==> src/rtl/prng_uart_tx.sv <==
// PRNG byte logger: FIFO-buffered 8N1 UART transmitter for the random byte stream.
// Optional even-parity bit (8E1) when PRNG_UART_PARITY_EN is defined.
module prng_uart_tx #(
  parameter int CLKS_PER_BIT = 434,
  parameter int FIFO_AW      = 2
) (
  input  logic               CLK,
  input  logic               reset,
  input  logic               EN,
  input  logic               in_valid,
  input  logic [7:0]         in_data,
  output logic               in_ready,
  output logic               tx,
  output logic               busy,
  output logic [FIFO_AW:0]   fifo_count,
  output logic               overflow
);

  localparam int BW = $clog2(CLKS_PER_BIT);
  localparam logic [BW-1:0]    BAUD_LAST_C = BW'(CLKS_PER_BIT - 1);
  localparam logic [FIFO_AW:0] FULL_C      = {1'b1, {FIFO_AW{1'b0}}};

  typedef enum logic [2:0] {
    IDLE   = 3'd0,
    START  = 3'd1,
    DATA   = 3'd2,
`ifdef PRNG_UART_PARITY_EN
    PARITY = 3'd4,
`endif
    STOP   = 3'd3
  } state_t;

`ifdef PRNG_UART_PARITY_EN
  function automatic logic even_parity(input logic [7:0] d);
    return ^d;
  endfunction
`endif

  state_t             state_r, state_s;
  logic [BW-1:0]      baud_r, baud_s;
  logic [2:0]         bit_r, bit_s;
  logic [7:0]         shift_r, shift_s;
  logic               tx_r, tx_s;
  logic [FIFO_AW:0]   count_r, count_s;
  logic [FIFO_AW-1:0] wr_ptr_r, rd_ptr_r;
  logic [7:0]         mem_r [2**FIFO_AW];
  logic               overflow_r;
  logic               full_s, push_s, pop_s, launch_s, baud_done_s;
`ifdef PRNG_UART_PARITY_EN
  logic               parity_r, parity_s;
`endif

  assign full_s      = (count_r == FULL_C);
  assign push_s      = in_valid && !full_s;
  assign launch_s    = EN && (count_r != {(FIFO_AW+1){1'b0}});
  assign baud_done_s = (baud_r == BAUD_LAST_C);

  assign in_ready   = !full_s;
  assign tx         = tx_r;
  assign busy       = (state_r != IDLE);
  assign fifo_count = count_r;
  assign overflow   = overflow_r;

  // FIFO occupancy update; pop never exceeds count since launch requires count != 0
  always_comb begin
    count_s = count_r;
    case ({push_s, pop_s})
      2'b10:   count_s = count_r + (FIFO_AW+1)'(1'b1);
      2'b01:   count_s = count_r - (FIFO_AW+1)'(1'b1);
      default: count_s = count_r;
    endcase
  end

  // Frame sequencer: next state, baud/bit counters, shift register and next tx level
  always_comb begin
    state_s = state_r;
    baud_s  = baud_r;
    bit_s   = bit_r;
    shift_s = shift_r;
    pop_s   = 1'b0;
`ifdef PRNG_UART_PARITY_EN
    parity_s = parity_r;
`endif
    case (state_r)
      IDLE: begin
        if (launch_s) begin
          pop_s   = 1'b1;
          state_s = START;
          baud_s  = {BW{1'b0}};
          shift_s = mem_r[rd_ptr_r];
`ifdef PRNG_UART_PARITY_EN
          parity_s = even_parity(mem_r[rd_ptr_r]);
`endif
        end else begin
          state_s = IDLE;
        end
      end
      START: begin
        if (baud_done_s) begin
          state_s = DATA;
          baud_s  = {BW{1'b0}};
          bit_s   = 3'd0;
        end else begin
          baud_s = baud_r + BW'(1'b1);
        end
      end
      DATA: begin
        if (baud_done_s) begin
          baud_s  = {BW{1'b0}};
          shift_s = {1'b0, shift_r[7:1]};
          if (bit_r == 3'd7) begin
`ifdef PRNG_UART_PARITY_EN
            state_s = PARITY;
`else
            state_s = STOP;
`endif
          end else begin
            bit_s = bit_r + 3'd1;
          end
        end else begin
          baud_s = baud_r + BW'(1'b1);
        end
      end
`ifdef PRNG_UART_PARITY_EN
      PARITY: begin
        if (baud_done_s) begin
          state_s = STOP;
          baud_s  = {BW{1'b0}};
        end else begin
          baud_s = baud_r + BW'(1'b1);
        end
      end
`endif
      STOP: begin
        if (baud_done_s) begin
          baud_s = {BW{1'b0}};
          // back-to-back frames: launch straight from the last stop cycle
          if (launch_s) begin
            pop_s   = 1'b1;
            state_s = START;
            shift_s = mem_r[rd_ptr_r];
`ifdef PRNG_UART_PARITY_EN
            parity_s = even_parity(mem_r[rd_ptr_r]);
`endif
          end else begin
            state_s = IDLE;
          end
        end else begin
          baud_s = baud_r + BW'(1'b1);
        end
      end
      default: begin
        state_s = IDLE;
        baud_s  = {BW{1'b0}};
      end
    endcase

    case (state_s)
      IDLE:    tx_s = 1'b1;
      START:   tx_s = 1'b0;
      DATA:    tx_s = shift_s[0];
`ifdef PRNG_UART_PARITY_EN
      PARITY:  tx_s = parity_s;
`endif
      STOP:    tx_s = 1'b1;
      default: tx_s = 1'b1;
    endcase
  end

  // Sequencer and FIFO control registers
  always_ff @(posedge CLK or posedge reset) begin
    if (reset) begin
      state_r    <= IDLE;
      baud_r     <= {BW{1'b0}};
      bit_r      <= 3'd0;
      shift_r    <= 8'h00;
      tx_r       <= 1'b1;
      count_r    <= {(FIFO_AW+1){1'b0}};
      wr_ptr_r   <= {FIFO_AW{1'b0}};
      rd_ptr_r   <= {FIFO_AW{1'b0}};
      overflow_r <= 1'b0;
    end else begin
      state_r <= state_s;
      baud_r  <= baud_s;
      bit_r   <= bit_s;
      shift_r <= shift_s;
      tx_r    <= tx_s;
      count_r <= count_s;
      if (push_s) wr_ptr_r <= wr_ptr_r + FIFO_AW'(1'b1);
      if (pop_s)  rd_ptr_r <= rd_ptr_r + FIFO_AW'(1'b1);
      if (in_valid && full_s) overflow_r <= 1'b1;
    end
  end

`ifdef PRNG_UART_PARITY_EN
  // Parity of the byte currently being sent, captured at pop
  always_ff @(posedge CLK or posedge reset) begin
    if (reset) parity_r <= 1'b0;
    else       parity_r <= parity_s;
  end
`endif

  // FIFO storage; contents need no reset
  always_ff @(posedge CLK) begin
    if (push_s) mem_r[wr_ptr_r] <= in_data;
  end

endmodule

==> config.mk <==
export PLATFORM = sky130hd
export DESIGN_NAME = prng_uart_tx
export DESIGN_NICKNAME = d
export VERILOG_FILES = /design/src/rtl/prng_uart_tx.sv
export SDC_FILE = /design/constraint.sdc
export NUM_CORES = 1
export LEC_CHECK = 0
export ABC_AREA = 1
export BUFFER_PORTS_ARGS = -buffer_cell sky130_fd_sc_hd__buf_4
export CORE_MARGIN = 4
export CORE_UTILIZATION = 40
export CTS_CLUSTER_DIAMETER = 30
export DETAILED_ROUTE_END_ITERATION = 10
export PLACE_DENSITY = 0.57
export SLEW_MARGIN = 10
export SYNTH_ARGS = -nofsm -noshare
export SYNTH_HDL_FRONTEND = slang
export SYNTH_SLANG_ARGS = --single-unit
==> constraint.sdc <==
create_clock -name CLK -period 5.7 [get_ports CLK]
set_clock_uncertainty 0.15 [all_clocks]
set_input_delay 1.14 -clock CLK [delete_from_list [all_inputs] [get_ports CLK]]
set_output_delay 1.14 -clock CLK [all_outputs]
set_load 0.05 [all_outputs]
# Word-level counts from Yosys, hierarchy flattened
# Memory sizes are Yosys's and may differ from the RTL's.
# Index checks and enable logic that the tools add are counted.
word_totals:
  reg_bits: 32
  latchBits: 0
  mem_bits_rw: 32
  mem_bits_ro: 0
  input_bits: 12
  wordCells: 69
  mem_count: 1
classes:
  n_addsub: 6
  mul: 0
  n_div: 0
  n_lt_le_gt_ge: 0
  eq_ne: 15
  n_shift: 0
  muxes: 24
  bitwise: 0
  reduce_logical: 13
mem_list:
  columns: ["memory", "depth", "width", "read_ports", "rd_clocked_by_memory_dff", "write_ports", "line_no", "source"]
  rows:
  - ["mem_r", 4, 8, 1, 0, 1, "46", "logic [7:0] mem_r [2**FIFO_AW];"]
ops:
  columns: ["op", "n"]
  rows:
  - ["$mux 8", 3]
  - ["$pmux 8 s3", 1]
  - ["$mux 3", 7]
  - ["$mux 9", 2]
  - ["$pmux 9 s2", 1]
  - ["$pmux 3 s2", 2]
  - ["$pmux 3 s4", 1]
  - ["$ne 2x2->1 const B", 5]
  - ["$add 9x1->9 const B", 1]
  - ["$eq 3x2->1 const B", 3]
  - ["$eq 9x9->1 const B", 1]
  - ["$reduce_bool 3->1", 3]
  - ["$add 3x1->3 const B", 2]
  - ["$eq 3x1->1 const B", 2]
  - ["$eq 3x3->1 const B", 2]
  - ["$mux 1", 5]
  - ["$add 2x1->2 const B", 2]
  - ["$pmux 1 s2", 2]
  - ["$reduce_and 4->1", 1]
  - ["$reduce_bool 2->1", 2]
  - ["$logic_and 1x1->1", 3]
  - ["$logic_not 3->1", 1]
  - ["$reduce_and 3->1", 1]
  - ["$reduce_or 3->1", 1]
  - ["other kinds (4)", 4]

# Depth between registers and ports, before layout
logic_depth:
  word_depth: 7
  mapped_depth: 15
  ltp_nobuf: 15

# Least setup slack after synthesis
# OpenSTA, ideal clock, no wires.
synth_timing:
  path_kind: "flip-flop to flip-flop"
  from: "reg count_r[1], in the netlist fifo_count[1]"
  to: "reg count_r[2], in the netlist fifo_count[2]"
  setup_ns: 0.079
  arrival_time_ns: 2.528
  required_time_ns: 5.471
  path_slack_ns: 2.943
  path_stages_with_launch: 11
  n_path_buf: 0
  synth_period_minus_slack_ns: 2.757
  cell_sequence: "dfrtp_1 > inv_1 > nand3_1 > nand2_1 > ha_1 > inv_1 > fa_1 > nor2_1 > nor2_1 > nand2_1 > xor2_1"
synth_via:
  word_cells_on_any_way: 14
  cone_classes: "add/sub (2); eq/ne (3); mux (4); reduce/logical (5)"
synth_rtl:
  columns: ["item", "line_no", "source"]
  rows:
  - ["start: declaration", "44", "logic [FIFO_AW:0] count_r, count_s;"]
  - ["start signal: assignment", "178", "count_r <= {(FIFO_AW+1){1'b0}};"]
  - ["start signal: assignment", "188", "count_r <= count_s;"]
  - ["$eq 3x3->1 *", "53", "assign full_s = (count_r == FULL_C);"]
  - ["$logic_not 1->1 *", null, null]
  - ["named net in_ready", "12", "output logic in_ready,"]
  - ["$logic_and 1x1->1 *", "54", "assign push_s = in_valid && !full_s;"]
  - ["$eq 2x1->1 or $eq 2x2->1 (tied branches)", "67", "case ({push_s, pop_s})"]
  - ["$pmux 3 s2 or $reduce_bool 2->1 (tied branches)", null, null]
# Mark *: on every way through the listed nets, which the timed path passes. The rest lies on a longest branch.
# A chain may end at the register's enable or synchronous reset.

# Worst setup path after layout
layout_timing:
  from: "reg state_r[1]"
  to: "out busy"
layout_via:
  elab_chain_cells: 1
layout_lines:
  columns: ["item", "line_no", "source"]
  rows:
  - ["start: declaration", "39", "state_t state_r, state_s;"]
  - ["start signal: assignment", "183", "state_r <= state_s;"]
  - ["$reduce_bool 3->1", "60", "assign busy = (state_r != IDLE);"]
  - ["end: declaration", "14", "output logic busy,"]
# No other way between the ends.

==> metrics.yaml <==
route:
  ant_nets: 0
  drt_iter0_markers: 69
  avgViaCountPerCell: 4.70
  via_count: 2048
  wl_per_cell_um: 12.5
  drc: 0
  first_pass_iters: 4
  totalWireLength_um: 5450
layout:
  instances_no_fill: 436
  multi_input_area_um2: 1070
  nets: 354
  n_fill_cell: 678
  regArea_um2: 1760
  n_antenna_cell: 0
  drive_above_1_share_pct: 15.4
  area_growth_syn_to_layout_pct: 15.7
flow_run:
  cap_violations: 0
sta:
  relSlewSlack_pct: 49.3
  hold_viol_final: 0
  setup_tns_ns: 0
  max_freq_mhz: 390
  rsz0062_at_grt: "no"
  finalSetupViolCount: 0
  period_share_pct: 45.0
  fin_hold_ws_ns: 0.334
  tightest_slew_ns: 0.757
  min_period_ns: 2.56
  drv_slew: 0
critical_path:
  cp_num_cells: 3
  worst-path-buf-inv: 2
  crit_family: "flip-flops"
  crit_path_start_kind: "register"
  worstPathCellList: "inv_1, nand2_4, buf_4"
  crit_path_end_kind: "output pin"
  cp_slowest_cell: "dfrtp_1"
  crit_start: "state_r[1]"
  cp.required_ns: 4.41
  r2r_end: "fifo_count[2]"
  reg2regPathDepth: 15
  crit_type: "register to output pin"
  cp-endpoint: "busy"
  r2r_slack_ns: 3.16
  worstPathArrival_ns: 1.27
  worstPathMaxFanout: 8
  slowest_delay_ns: 0.48
  r2r_start: "baud_r[1]"
clocking:
  tritoncts: "yes"
  clkSinkCount: 64
  insertion_delay_ns: 0.34
  cts_setup_buffers: 0
  cts_hold_buf: 0
  cts_buffers: 9
  cts_buffer_depth: 2
  cts_resized: 0
  cts.htree.levels: 3
  cts.clk_slew.worst_paths_ns: 0.08
  ctsRootBufferMaster: "clkbuf_8"
global_routing:
  track_usage_pct: 14.1
  grt_pass1_wl_um: 9610
  first_global_vias: 2056
  grt.overflow.total: 0
  grt_max_degree: 19
  antenna_found_initial: 0
synth:
  ys_seq_area_share_pct: 59.0
  syn-num-nets: 328
  syn_area_um2: 2990
  netlist.top_cell.by_area: "edfxtp_1"
  synth.top_cell.area_share_pct: 32.2
  syn_inst: 306
  synth_area_leaders: "edfxtp_1, dfrtp_1, nand2_1, nor2_1, inv_1"
  synth_cell_types: 31
  ys.warnings.count: 0
  synth_area_per_cell_um2: 9.76
  ys_seq_elements: 64
status:
  outcome: "finished clean"
power:
  cellPowerDensity_nw_per_um2: 444
  ir_drop_mv: 0.235
  p_leak_nw: 1.49
die:
  die_area_um2: 8920
  die_w_um: 94.4
  die-height_um: 94.4
  start_util_pct: 41.2
  core_area_um2: 7250
  pin_count: 19
  std_cell_rows: 31
placement:
  place_inst: 420
  routabilityCongestion: 0.754
  portBuffers: 18
  dp_hpwl_um: 3910
min_path:
  hold_class: "register to register"
## cell usage after synthesis
cell	count
nand2_4	2
dfrtp_1	31
nand2_2	5
nor2_4	4
o21ai_2	1
o22ai_1	7
edfxtp_1	32
ha_1	9
fa_1	1
conb_1	1
nor3_1	3
buf_4	1
nand2_1	60
dfstp_2	1
nand3_1	19
nand3_2	2
a32o_1	2
xor2_1	3
inv_1	34
a31oi_1	1
clkinv_2	1
clkinv_1	1
buf_2	3
a21oi_1	10
o211ai_1	1
and2_1	1
xnor2_1	1
nor2_2	1
o21bai_1	3
o21ai_0	20
nor2_1	45
## layout by cell type, fill, tap and decap left out, types with 4 or more instances in the layout
cell       n
nand2_1   60
nor2_1    45
inv_1     34
edfxtp_1  32
dfrtp_1   31
o21ai_0   20
nand3_1   19
buf_4     19
a21oi_1   10
ha_1       9
clkbuf_8   9
o22ai_1    7
nand2_2    5
nor2_4     4
## registers in the layout (all words and copies together), names as in the netlist
register,cells
mem_r,32
baud_r,9
shift_r,8
bit_r,3
fifo_count,3
state_r,3
rd_ptr_r,2
wr_ptr_r,2
overflow,1
tx,1
## metal layers
layer  vias to the layer above  track usage [%]  part of all wire (%)
met5                         -                0                     0
met4                         0             5.05                   1.6
met3                        10             5.02                   4.1
met2                        30             22.3                    48
met1                       948             18.0                    46
li1                       1060                -                     -
## power by group
part	total [mW]	switching (mW)	internal, mW
Clock	0.438	0.188	0.250
Sequential	0.663	0.0687	0.595
Combinational	0.433	0.291	0.142
Total	1.53	0.547	0.987
## how the worst min path moves through the flow
stage          slack (ns)       start    endpoint  cells past startpoint
3_5_place_dp         0.31  shift_r[0]  shift_r[0]                      2
4_1_cts              0.34    overflow    overflow                      1
5_1_grt              0.35    overflow    overflow                      1
3_3_place_gp         0.31  shift_r[0]  shift_r[0]                      2
6_report             0.33    overflow    overflow                      1
2_1_floorplan        0.29  shift_r[0]  shift_r[0]                      2
## final cells by class
type	count	area share (%)
sequential	64	51.0
multi-input combinational	202	30.8
timing repair buffer	19	4.12
inverter	36	3.94
clock buffer	9	3.58
tap	99	3.58
clock inverter	7	2.97
## cell families (layout without fill, tap and decap cells)
family          Yosys count  in the layout  share of synthesized area (%)
other cells               1              1                          0.126
fa+ha+maj                10             10                           4.44
xor+xnor                  4              4                           1.17
simple gates            142            142                           21.3
flops                    64             64                           59.0
compound gates           45             45                           8.67
buf+inv                  40             71                           5.32
## per-stage QoR
stage / setup slack [ns] / area, um^2 / power (mW) / utilization, %
final: 3.14 / 3460 / 1.53 / 47.7
after global routing: 2.88 / 3460 / 1.65 / 47.7
after CTS: 3.11 / 3460 / 1.56 / 47.7
after detailed placement: 2.84 / 3230 / 1.11 / 44.6
after global placement: 2.90 / 3230 / 1.10 / 44.6
after floorplan: 2.94 / 2990 / 0.989 / -
## worst reg2reg max path, delay by kind of cell, from the launching register on
family | cells | cell delay (ns)
xor+xnor | 1 | 0.14
simple gates | 7 | 0.65
buf+inv | 3 | 0.26
flops | 1 | 0.41
fa+ha+maj | 3 | 0.68
compound gates | 1 | 0.18
Power figures use the tool's default switching activity.
